$ cat src/rtl/pipeline_ctrl_pkg.sv
// Shared types for the pipeline stall/flush sequencer and the forwarding unit.
// Pure declarations: no logic, no latency, no flow control.
// Register indices, the per-register stall/clear pair, and the x0 register index.
package pipeline_ctrl_pkg;

    typedef enum logic [1:0] {
        IF_ID  = 2'd0,
        ID_EX  = 2'd1,
        EX_MEM = 2'd2,
        MEM_WB = 2'd3
    } pipe_reg_e;

    typedef struct packed {
        logic stall;
        logic clear;
    } stage_ctrl_t;

    localparam int          NUM_PIPE_REGS = 4;
    localparam logic [4:0]  REG_X0        = 5'd0;

endpackage

$ cat src/rtl/pipeline_control_hazard_detect.sv
// Load-use hazard detector: a load in EX whose rd is read by the instruction in ID.
// Purely combinational, zero latency.
// No flow control; the caller decides how the hazard is resolved.
module hazard_detect
    import pipeline_ctrl_pkg::*;
(
    input  logic [4:0] id_rs1,
    input  logic [4:0] id_rs2,
    input  logic       id_uses_rs1,
    input  logic       id_uses_rs2,
    input  logic       ex_mem_read,
    input  logic [4:0] ex_rd,
    output logic       load_use
);

    always_comb begin
        load_use = ex_mem_read && (ex_rd != REG_X0) &&
                   ((id_uses_rs1 && (id_rs1 == ex_rd)) ||
                    (id_uses_rs2 && (id_rs2 == ex_rd)));
    end

endmodule

$ cat src/rtl/pipeline_control.sv
// Stall/flush sequencer for the 5-stage pipeline: freeze, redirect, load-use, fetch wait.
// Controls are combinational from inputs plus two state bits; state updates at the next edge.
// A data-memory wait freezes every stage; redirects seen during a freeze are held and replayed.
module pipeline_control
    import pipeline_ctrl_pkg::*;
#(
    parameter int CNT_W = 32
) (
    input  logic             clk,
    input  logic             rst,
    input  logic [4:0]       id_rs1,
    input  logic [4:0]       id_rs2,
    input  logic             id_uses_rs1,
    input  logic             id_uses_rs2,
    input  logic             ex_mem_read,
    input  logic [4:0]       ex_rd,
    input  logic             ex_redirect,
    input  logic             imem_req,
    input  logic             imem_resp,
    input  logic             dmem_req,
    input  logic             dmem_resp,
    output logic             pc_stall,
    output logic             stall_if_id,
    output logic             clear_if_id,
    output logic             stall_id_ex,
    output logic             clear_id_ex,
    output logic             stall_ex_mem,
    output logic             clear_ex_mem,
    output logic             stall_mem_wb,
    output logic             clear_mem_wb,
    output logic [CNT_W-1:0] stall_cycles,
    output logic [CNT_W-1:0] flush_count
);

    localparam logic [CNT_W-1:0] CNT_ONE = 1;

    logic mem_wait;
    logic fetch_wait;
    logic load_use;
    logic redir;

    logic flush_pending, flush_pending_nxt;
    logic discard, discard_nxt;
    logic redirect_apply;

    stage_ctrl_t [NUM_PIPE_REGS-1:0] ctrl;

    hazard_detect u_hazard_detect (
        .id_rs1      (id_rs1),
        .id_rs2      (id_rs2),
        .id_uses_rs1 (id_uses_rs1),
        .id_uses_rs2 (id_uses_rs2),
        .ex_mem_read (ex_mem_read),
        .ex_rd       (ex_rd),
        .load_use    (load_use)
    );

    assign mem_wait   = dmem_req & ~dmem_resp;
    assign fetch_wait = imem_req & ~imem_resp;
    assign redir      = ex_redirect | flush_pending;

    always_comb begin
        ctrl              = '0;
        pc_stall          = 1'b0;
        flush_pending_nxt = flush_pending;
        discard_nxt       = discard;
        redirect_apply    = 1'b0;

        if (rst) begin
            for (int i = 0; i < NUM_PIPE_REGS; i++) begin
                ctrl[i].clear = 1'b1;
            end
            flush_pending_nxt = 1'b0;
            discard_nxt       = 1'b0;
        end else if (mem_wait) begin
            for (int i = 0; i < NUM_PIPE_REGS; i++) begin
                ctrl[i].stall = 1'b1;
            end
            pc_stall = 1'b1;
            if (ex_redirect) begin
                flush_pending_nxt = 1'b1;
            end
        end else begin
            // The ID instruction is wrong-path on a redirect, so its load-use is moot.
            if (redir) begin
                ctrl[IF_ID].clear = 1'b1;
                ctrl[ID_EX].clear = 1'b1;
                flush_pending_nxt = 1'b0;
                redirect_apply    = 1'b1;
                if (fetch_wait) begin
                    discard_nxt = 1'b1;
                end
            end else if (load_use) begin
                pc_stall          = 1'b1;
                ctrl[IF_ID].stall = 1'b1;
                ctrl[ID_EX].clear = 1'b1;
            end else if (fetch_wait) begin
                pc_stall          = 1'b1;
                ctrl[IF_ID].clear = 1'b1;
            end

            // Drop the late wrong-path fetch; a held IF/ID defers this to a later response.
            if (discard && imem_resp && !ctrl[IF_ID].stall) begin
                ctrl[IF_ID].clear = 1'b1;
                discard_nxt       = 1'b0;
            end
        end
    end

    always_ff @(posedge clk) begin
        if (rst) begin
            flush_pending <= 1'b0;
            discard       <= 1'b0;
            stall_cycles  <= '0;
            flush_count   <= '0;
        end else begin
            flush_pending <= flush_pending_nxt;
            discard       <= discard_nxt;
            if (pc_stall) begin
                stall_cycles <= stall_cycles + CNT_ONE;
            end
            if (redirect_apply) begin
                flush_count <= flush_count + CNT_ONE;
            end
        end
    end

    assign stall_if_id  = ctrl[IF_ID].stall;
    assign clear_if_id  = ctrl[IF_ID].clear;
    assign stall_id_ex  = ctrl[ID_EX].stall;
    assign clear_id_ex  = ctrl[ID_EX].clear;
    assign stall_ex_mem = ctrl[EX_MEM].stall;
    assign clear_ex_mem = ctrl[EX_MEM].clear;
    assign stall_mem_wb = ctrl[MEM_WB].stall;
    assign clear_mem_wb = ctrl[MEM_WB].clear;

endmodule

$ cat config.mk
export PLATFORM = sky130hd
export DESIGN_NAME = pipeline_control
export DESIGN_NICKNAME = d
export VERILOG_FILES = /design/src/rtl/pipeline_ctrl_pkg.sv /design/src/rtl/pipeline_control_hazard_detect.sv /design/src/rtl/pipeline_control.sv
export SDC_FILE = /design/constraint.sdc
export NUM_CORES = 1
export LEC_CHECK = 0
export BUFFER_PORTS_ARGS = -buffer_cell sky130_fd_sc_hd__buf_4
export CAP_MARGIN = 25
export CORE_ASPECT_RATIO = 0.7
export CORE_MARGIN = 3
export CORE_UTILIZATION = 51
export DETAILED_ROUTE_END_ITERATION = 10
export HOLD_SLACK_MARGIN = 0.12
export PLACE_DENSITY_LB_ADDON = 0.08
export SETUP_SLACK_MARGIN = 0.1
export SLEW_MARGIN = 5
export SYNTH_ARGS = -nofsm -noshare
export SYNTH_HDL_FRONTEND = slang
export SYNTH_SLANG_ARGS = --single-unit
$ cat constraint.sdc
create_clock -name clk -period 2.9 [get_ports clk]
set_clock_uncertainty 0.05 [all_clocks]
set_input_delay 0.435 -clock clk [delete_from_list [all_inputs] [get_ports clk]]
set_output_delay 0.435 -clock clk [all_outputs]
set_load 0.005 [all_outputs]
==> impl_metrics.toml <==
[routing]
num_vias = 3188
viasPerCell = 5.63
drc_errors = 0
drtPass1Iterations = 4
wl_per_cell_um = 14.2
dr.first_iter.drc_count = 104
antenna_left = 0
wl_um = 8020

[power]
power_leakage_nw = 1.64
p_per_area_nw_per_um2 = 405
total_power_w = 0.00170
vdd_drop_max_mv = 0.249

[timing]
clock.fmax_mhz = 410
tns_ns = 0
grt_setup_unrepaired = "no"
finalSetupViolations = 0
relSlewSlack_pct = 51.0
period_share_pct = 84.1
hold_viol = 0
drv_slew = 0
worst_slew_pin_slew_ns = 0.734
period_needed_ns = 2.44

[finish]
drive_above_1_share_pct = 25.5
fin_cells = 566
antennaDiodeCount = 0
final_nets = 513
final_common_cell = "buf_4"
layout_common_cells = "buf_4 (104), dfxtp_1 (66), nor2_1 (41), a21oi_1 (37), nand2_1 (26)"
syn2layout_area_growth_pct = 28.4
n_fill_cell = 512

[clock_network]
cts_resized = 0
cts_max_level = 3
cts_hold_buf = 0
cts_setup_buffers = 0
cts_tree = "done"
clk-insertion-delay-late_ns = 0.33
cts-buffers-inserted = 9
path_clk_slew_ns = 0.07
clock_tree.buffer_depth = 2
clockRootBuffer = "clkbuf_8"
cts.sinks = 66

[floorplan]
dieArea_um2 = 7400
die_x_um = 102
initial_core_util_pct = 54.7
dieHeight_um = 72.9
ios = 98
core_area_um2 = 5960
num_rows = 23

[outcome]
run_status = "finished, final reports clean"

[place]
dpl.hpwl_um = 5910
placedCellCount = 550
gp_congestion = 0.806
port_buffers = 97

[logic_synthesis]
avgSynthCellArea_um2 = 8.29
netlist_area_um2 = 3260
ys_seq_area_share_pct = 40.5
synthCells = 393
synth_nets = 420
yosysUniqueCellTypes = 38
synth_seq_cells = 66
yosys_warnings = 0

[setup_path]
cp_max_fo = 8
critPathLaunchType = "input pin"
arrival_ns = 1.95
critical_path_class = "in -> out"
rrSetupSlack_ns = 0.57
worst-endpoint-required_ns = 2.41
end_kind = "output pin"

[flow_run]
maxCapViolations = 0

[global_route]
grt_pass1_vias = 2893
grt_max_degree = 75
antenna_found_initial = 0
grt_pass1_wl_um = 13500
grt_use_total_pct = 22.7
grt_overflow_total = 0

[hold_path]
hold_path_class = "in -> reg"
-- Yosys cell counts, drive strengths merged --
cell type,number,area (µm²)
nor3,2,10.0
nand2,26,97.6
and3,10,62.6
and4,7,62.6
mux2i,1,10.0
a211oi,1,7.51
o21ai,24,120
a21oi,38,194
clkbuf,11,41.3
or2,2,12.5
o31ai,12,90.1
or3,20,125
nor2,41,154
dfxtp,66,1320
nor2b,6,37.5
and2,4,25.0
o22ai,1,6.26
inv,6,22.5
nand4,19,134
nor4b,1,8.76
nand2b,3,18.8
or4,13,97.6
xnor2,16,140
a21o,2,15.0
mux2,1,11.3
nor4,3,33.8
nand3,21,105
buf,11,68.8
ha,2,25.0
xor2,23,201
-- critical path, cell delays in order --
cell and delay, ns:
buf_4 0.12, or4_1 0.51, o21ai_1 0.23, nor2_1 0.11, a21oi_2 0.30, nor2_1 0.08, buf_4 0.17
-- routing by layer --
| metal | GRT usage (%) | share of wire, % | vias up | wire (µm) |
|---|---|---|---|---|
| met5 | 0 | 0 | - | 0 |
| met4 | 5.16 | 0.36 | 0 | 29 |
| met3 | 7.55 | 7.0 | 2 | 560 |
| met2 | 34.7 | 46 | 110 | 3720 |
| met1 | 31.2 | 46 | 1477 | 3710 |
| li1 | - | - | 1599 | - |
-- power breakdown --
part	switching, W	internal, W
Sequential	0.00000744	0.000913
Combinational	0.0000656	0.0000628
Clock	0.000340	0.000308
Total	0.000413	0.00128
-- path summary, 6_finish.rpt --
| kind | from | end | cells past startpoint |
|---|---|---|---|
| max | ex_rd[0] | pc_stall | 7 |
| min | imem_resp | discard | 2 |
| max reg2reg | stall_cycles[3] | stall_cycles[31] | 6 |
| min reg2reg | stall_cycles[13] | stall_cycles[13] | 2 |
-- metrics by stage --
stage                     util, %  area, µm²  setup slack (ns)  hold slack, ns
final                        70.3       4190             0.462           0.248
after global routing         70.3       4190             0.319           0.244
after CTS                    70.3       4190             0.459           0.231
after detailed placement     67.5       4020             0.380           0.438
after floorplan                 -       3260             0.540           0.428
after global placement       67.5       4020             0.460           0.424
-- kinds of logic after synthesis --
family	synth area share, %
simple gates	30.2
compound gates	13.3
flops	40.5
xor+xnor	10.5
buf+inv	4.07
mux	0.653
fa+ha+maj	0.768
-- flip-flops by register name, indices dropped and copies added (netlist names) --
name           flops
flush_count       32
stall_cycles      32
discard            1
flush_pending      1
-- layout make-up --
| cell class | instances | area [µm²] | area share, % |
|---|---|---|---|
| Timing Repair Buffer | 104 | 781 | 18.6 |
| Sequential cell | 66 | 1320 | 31.6 |
| Tap cell | 75 | 93.8 | 2.24 |
| Clock buffer | 11 | 131 | 3.14 |
| Inverter | 6 | 22.5 | 0.538 |
| Multi-Input combinational cell | 299 | 1810 | 43.1 |
| Clock inverter | 5 | 31.3 | 0.747 |
No activity file was read; power rests on OpenSTA's default activity.
